<file path="config.mk">
export PLATFORM = sky130hd
export DESIGN_NAME = product_normalize
export DESIGN_NICKNAME = d
export VERILOG_FILES = /design/src/rtl/fixed_point_pkg.sv /design/src/rtl/pipe_stage.sv /design/src/rtl/product_normalize.sv
export SDC_FILE = /design/constraint.sdc
export NUM_CORES = 1
export LEC_CHECK = 0
export CAP_MARGIN = 20
export CELL_PAD_IN_SITES_DETAIL_PLACEMENT = 1
export CELL_PAD_IN_SITES_GLOBAL_PLACEMENT = 1
export CORE_UTILIZATION = 41
export CTS_CLUSTER_DIAMETER = 50
export DETAILED_ROUTE_END_ITERATION = 10
export GPL_ROUTABILITY_DRIVEN = 1
export PLACE_DENSITY_LB_ADDON = 0.1
export SLEW_MARGIN = 15
export SYNTH_ARGS = -nofsm -noshare
export SYNTH_HDL_FRONTEND = slang
export SYNTH_HIERARCHICAL = 1
export SYNTH_SLANG_ARGS = --single-unit
</file>
<file path="constraint.sdc">
create_clock -name clk -period 2.2 [get_ports clk]
set_clock_uncertainty 0.1 [all_clocks]
set_input_delay 0.33 -clock clk [delete_from_list [all_inputs] [get_ports clk]]
set_output_delay 0.33 -clock clk [all_outputs]
set_load 0.02 [all_outputs]
</file>
<file path="src/rtl/fixed_point_pkg.sv">
// Shared fixed-point constants and saturation helpers.
package fixed_point_pkg;
  localparam int DEF_N    = 32;
  localparam int DEF_FRAC = 16;
  localparam int MAX_W    = 128;

  typedef enum logic [1:0] {SAT_NONE, SAT_HI, SAT_LO} sat_e;

  // Largest representable value for an n-bit result.
  function automatic logic [MAX_W-1:0] sat_hi(input int n, input bit s);
    return s ? ((MAX_W'(1) << (n - 1)) - MAX_W'(1)) : ((MAX_W'(1) << n) - MAX_W'(1));
  endfunction

  function automatic logic [MAX_W-1:0] sat_lo(input int n, input bit s);
    return s ? (MAX_W'(1) << (n - 1)) : '0;
  endfunction

  function automatic sat_e sat_classify(input logic in_range, input logic neg);
    if (in_range) return SAT_NONE;
    return neg ? SAT_LO : SAT_HI;
  endfunction
endpackage

</file>
<file path="src/rtl/pipe_stage.sv">
// One-entry valid/ready register slice; refills in the same cycle it drains.
module pipe_stage #(
  parameter int W = 8
) (
  input  logic         clk_i,
  input  logic         rst_i,
  input  logic         in_valid_i,
  output logic         in_ready_o,
  input  logic [W-1:0] in_data_i,
  output logic         out_valid_o,
  input  logic         out_ready_i,
  output logic [W-1:0] out_data_o
);
  logic         valid_q;
  logic [W-1:0] data_q;

  assign in_ready_o  = !valid_q || out_ready_i;
  assign out_valid_o = valid_q;
  assign out_data_o  = data_q;

  always_ff @(posedge clk_i) begin
    if (rst_i) begin
      valid_q <= 1'b0;
      data_q  <= '0;
    end else if (in_ready_o) begin
      valid_q <= in_valid_i;
      if (in_valid_i) data_q <= in_data_i;
    end
  end
endmodule

</file>
<file path="src/rtl/product_normalize.sv">
// Rounds, shifts and saturates a 2N-bit multiplier product to N bits in two stages.
module product_normalize
  import fixed_point_pkg::*;
#(
  parameter int N      = DEF_N,
  parameter int FRAC   = DEF_FRAC,
  parameter int SIGNED = 1
) (
  input  logic           clk,
  input  logic           rst,
  input  logic           in_valid,
  output logic           in_ready,
  input  logic [2*N-1:0] in_product,
  output logic           out_valid,
  input  logic           out_ready,
  output logic [N-1:0]   out_data,
  output logic           out_sat,
  output logic [15:0]    sat_count,
  input  logic           clr_count
);
  localparam int W = 2*N + 1;
  localparam logic [W-1:0] RND  = (FRAC == 0) ? '0 : (W'(1) << ((FRAC == 0) ? 0 : FRAC - 1));
  localparam logic [N-1:0] HI_V = N'(sat_hi(N, SIGNED != 0));
  localparam logic [N-1:0] LO_V = N'(sat_lo(N, SIGNED != 0));

  logic [W-1:0] ext, sum, r_d, r_q;
  logic         s1_valid, s2_ready, in_range, neg;
  sat_e         kind;
  logic [N:0]   res_d, res_q;
  logic [15:0]  cnt_d, cnt_q;

  // One extra bit keeps the rounding add from overflowing in either signedness.
  always_comb begin
    ext = (SIGNED != 0) ? {in_product[2*N-1], in_product} : {1'b0, in_product};
    sum = ext + RND;
    r_d = (SIGNED != 0) ? W'($signed(sum) >>> FRAC) : (sum >> FRAC);
  end

  pipe_stage #(.W(W)) u_s1 (
    .clk_i(clk), .rst_i(rst),
    .in_valid_i(in_valid), .in_ready_o(in_ready), .in_data_i(r_d),
    .out_valid_o(s1_valid), .out_ready_i(s2_ready), .out_data_o(r_q)
  );

  always_comb begin
    neg      = (SIGNED != 0) && r_q[W-1];
    in_range = (SIGNED != 0) ? ((&r_q[W-1:N-1]) || !(|r_q[W-1:N-1])) : !(|r_q[W-1:N]);
    kind     = sat_classify(in_range, neg);
    case (kind)
      SAT_HI:  res_d = {1'b1, HI_V};
      SAT_LO:  res_d = {1'b1, LO_V};
      default: res_d = {1'b0, r_q[N-1:0]};
    endcase
  end

  pipe_stage #(.W(N+1)) u_s2 (
    .clk_i(clk), .rst_i(rst),
    .in_valid_i(s1_valid), .in_ready_o(s2_ready), .in_data_i(res_d),
    .out_valid_o(out_valid), .out_ready_i(out_ready), .out_data_o(res_q)
  );

  assign out_sat   = res_q[N];
  assign out_data  = res_q[N-1:0];
  assign sat_count = cnt_q;

  always_comb begin
    cnt_d = cnt_q;
    if (clr_count) cnt_d = '0;
    else if (out_valid && out_ready && out_sat && cnt_q != 16'hFFFF) cnt_d = cnt_q + 16'd1;
  end

  always_ff @(posedge clk) begin
    if (rst) cnt_q <= '0;
    else     cnt_q <= cnt_d;
  end
endmodule
</file>
==> flow_summary.json <==
{
  "async_reset_ff_share_pct": 0,
  "io-pin-count": 120,
  "die_y_um": 131.1,
  "period_minus_slack_ns": 2.124,
  "crit_cells": 9,
  "path_cells": "clkdlybuf4s50_1, and4_1, and4_1, buf_4, nand3_4, nor3_2, xor2_1, nand3_1, a21oi_1",
  "cts.path.max_buffers": 2,
  "cpMostUsedCell": "and4_1",
  "diodes": 0,
  "path_class": "in2reg",
  "intPower_mw": 4.362,
  "rsz0062_at_grt": "no",
  "final-setup-viol-count": 0,
  "yosysSeqAreaShare_pct": 33.96,
  "status": "finished, final reports clean",
  "grt.met2_usage_pct": 44.09,
  "fin_crit_sh_pct": 96.55,
  "fmax_ghz": 0.4708,
  "postSynthCellCount": 766,
  "drt_iter0_drc": 207,
  "path_delay_family": "simple AND/OR/NAND/NOR gates",
  "grt_usage_pct": 23.95,
  "place_ws_ns": -0.3718,
  "synth-seq-cells": 116,
  "synth_top_cell_area_share_pct": 33.96,
  "whs_path_depth": 2,
  "ctsHoldBuffers": 0,
  "vias": 6254,
  "p_leak_nw": 3.518,
  "cts_htree_levels": 4,
  "wl_per_cell_um": 17.68,
  "endpoint_kind": "flop",
  "syn_nets": 837,
  "synth.distinct_cells": 51,
  "overflow": 0,
  "grt_pass1_wl_um": 33150,
  "post_route_cells_drive_above_1_share_pct": 28.54,
  "routabilityCongestion": 0.8800,
  "synthFlopType": "dfxtp_1",
  "vdd_drop_max_uv": 609.1,
  "final_net_count": 990,
  "relSlewSlack_pct": 55.79,
  "maxSlewViolCount": 0,
  "min_path_type": "in2reg",
  "critPathSlowestCell": "clkdlybuf4s50_1",
  "syn2layout_area_growth_pct": 34.68,
  "timing.max_cap.violations": 0,
  "cts.clk_slew.worst_paths_ns": 0.05,
  "hpwl_um": 14500,
  "via_per_inst": 5.448,
  "drt_wl_total_um": 20290,
  "hold_violations": 0,
  "r2r_cells": 9,
  "ys_warn_count": 6,
  "use_met3_pct": 4.861,
  "initial_core_util_pct": 42.58,
  "power_density_nw_per_um2": 635.6,
  "antenna_found_initial": 0,
  "arrival_ns": 2.36,
  "worstPathMaxFanout": 7,
  "num-fill-cells": 1798,
  "power_mw": 5.853,
  "rows": 46,
  "clock-sinks": 116,
  "critPathBufInv": 2,
  "grt_busiest_layer": "met2",
  "drc_errors": 0,
  "yosys.area.top_type": "dfxtp_1",
  "grt_pass1_vias": 6573,
  "p_clk_share_pct": 45.2,
  "fin_ws_ns": 0.07589,
  "clk_latency_ns": 0.41,
  "yosys-top-cells-area": "dfxtp_1 (34%), nand3_1 (9.0%), a21bo_2 (7.6%)",
  "port_buffers": 104,
  "worst_pin_slew_ns": 0.6632,
  "design.core.area_um2": 16060,
  "pwr-share-seq_pct": 39.1,
  "synthMostInstantiatedCell": "nand3_1",
  "synthesis.area_um2": 6838,
  "synth_common_cells": "nand3_1 (123), dfxtp_1 (116), a21oi_1 (55), a21bo_2 (52), a21oi_2 (47)",
  "slowest_delay_ns": 0.52,
  "post-route-util_pct": 57.35,
  "regArea_um2": 2323,
  "grt_util_met1_pct": 27.58,
  "avgSynthCellArea_um2": 8.927,
  "power_switching_mw": 1.491,
  "cts_made_buffers": 17,
  "grt_start_max_net_pins": 68,
  "worstPathRequired_ns": 2.44,
  "firstDrtPassIters": 4,
  "dieArea_um2": 17200,
  "ant_nets": 0,
  "dieWidth_um": 131.1,
  "p_sw_share_pct": 25.47,
  "start_kind": "input pin",
  "pwr-share-comb_pct": 15.7,
  "synth-edff-count": 0,
  "root_buffer": "clkbuf_16",
  "multiInputGateArea_um2": 4135,
  "cts_tree": "done"
}
per-stage QoR:
stage / hold slack (ns) / cell area [um2] / std cells / TNS, ns
global placement: 0.4179 / 8602 / 1115 / -11.32
global route: 0.02011 / 9209 / 1148 / 0
detailed placement: 0.4495 / 8602 / 1115 / -14.57
CTS: 0.02090 / 9161 / 1147 / 0
floorplan: 0.4467 / 6838 / 766 / 0
finish: 0.03778 / 9209 / 1148 / 0
worst paths after layout:
kind | startpoint | endpoint | slack (ns)
worst max-delay path | in_product[18] | u_s1/out_data_o[36] | 0.08
worst min-delay path | rst | u_s1/out_data_o[0] | 0.04
worst min register to register | sat_count[12] | sat_count[12] | 0.46
worst max register to register | u_s1/out_data_o[34] | u_s2/out_data_o[16] | 0.13
timing repair:
item / CTS / global route
setup buffers: 0 / 1
gates resized for setup: 1 / 8
pin swaps: 0 / 3
setup endpoints to repair: 1 / 22
power by group through the flow:
stage	combinational [mW]	clock, mW	sequential [mW]
detailed placement	0.908	0	2.33
finish	0.916	2.65	2.29
global placement	0.880	0	2.33
floorplan	0.461	0	2.36
CTS	0.916	2.69	2.29
global route	0.987	2.82	2.30
per-layer routing:
layer  part of all wire (%)  wire (um)
met4                    1.4        282
met3                    3.3        667
met1                     42       8568
met2                     53      10780
met5                      0          0
layout make-up:
type / count / area share, %
multi-input cells: 573 / 44.90
flip-flops and latches: 116 / 25.23
inverters: 6 / 0.2446
well taps: 216 / 2.935
clock buffers: 21 / 4.891
clock inverters: 11 / 1.196
repair buffers: 205 / 20.60
registers in the layout, summed over array words and instances (netlist names):
| signal | count |
|---|---|
| sat_count | 16 |
| u_s2/out_data_o | 33 |
| u_s1/out_data_o | 65 |
| u_s2/out_valid_o | 1 |
| u_s1/out_valid_o | 1 |
cell families after synthesis:
kind of cell / share of synthesized area (%)
simple gates: 21.65
compound gates: 30.23
flops: 33.96
buf+inv: 6.350
xor+xnor: 7.301
fa+ha+maj: 0.3659
mux: 0.1464
placed cells by master, fill, tap and decap left out, types with 2 or more instances in the layout:
cell,Yosys,routed
nand3_2,3,5
or3_1,2,2
a21bo_1,46,46
nand3_1,123,121
a21o_1,31,31
clkdlybuf4s50_1,0,101
and4_1,8,8
nand4_1,17,17
nor4_4,2,2
a21oi_1,55,55
nor4_1,11,7
nand2_1,29,29
inv_1,6,6
nor2_1,31,31
a31oi_1,3,3
bufinv_16,0,2
or2_2,2,2
nor4_2,2,6
nand2b_4,2,2
clkbuf_16,0,17
buf_12,0,8
clkinvlp_4,0,2
buf_4,3,94
and3_1,8,7
clkinv_2,0,7
a211oi_1,3,3
dfxtp_1,116,115
nor3_2,5,5
xor2_1,25,25
ha_1,2,2
clkbuf_1,24,3
xnor2_1,32,32
nand4_2,2,2
a21oi_2,47,47
a21bo_2,52,52
nor3_1,12,12
Power figures use the tool's default switching activity.
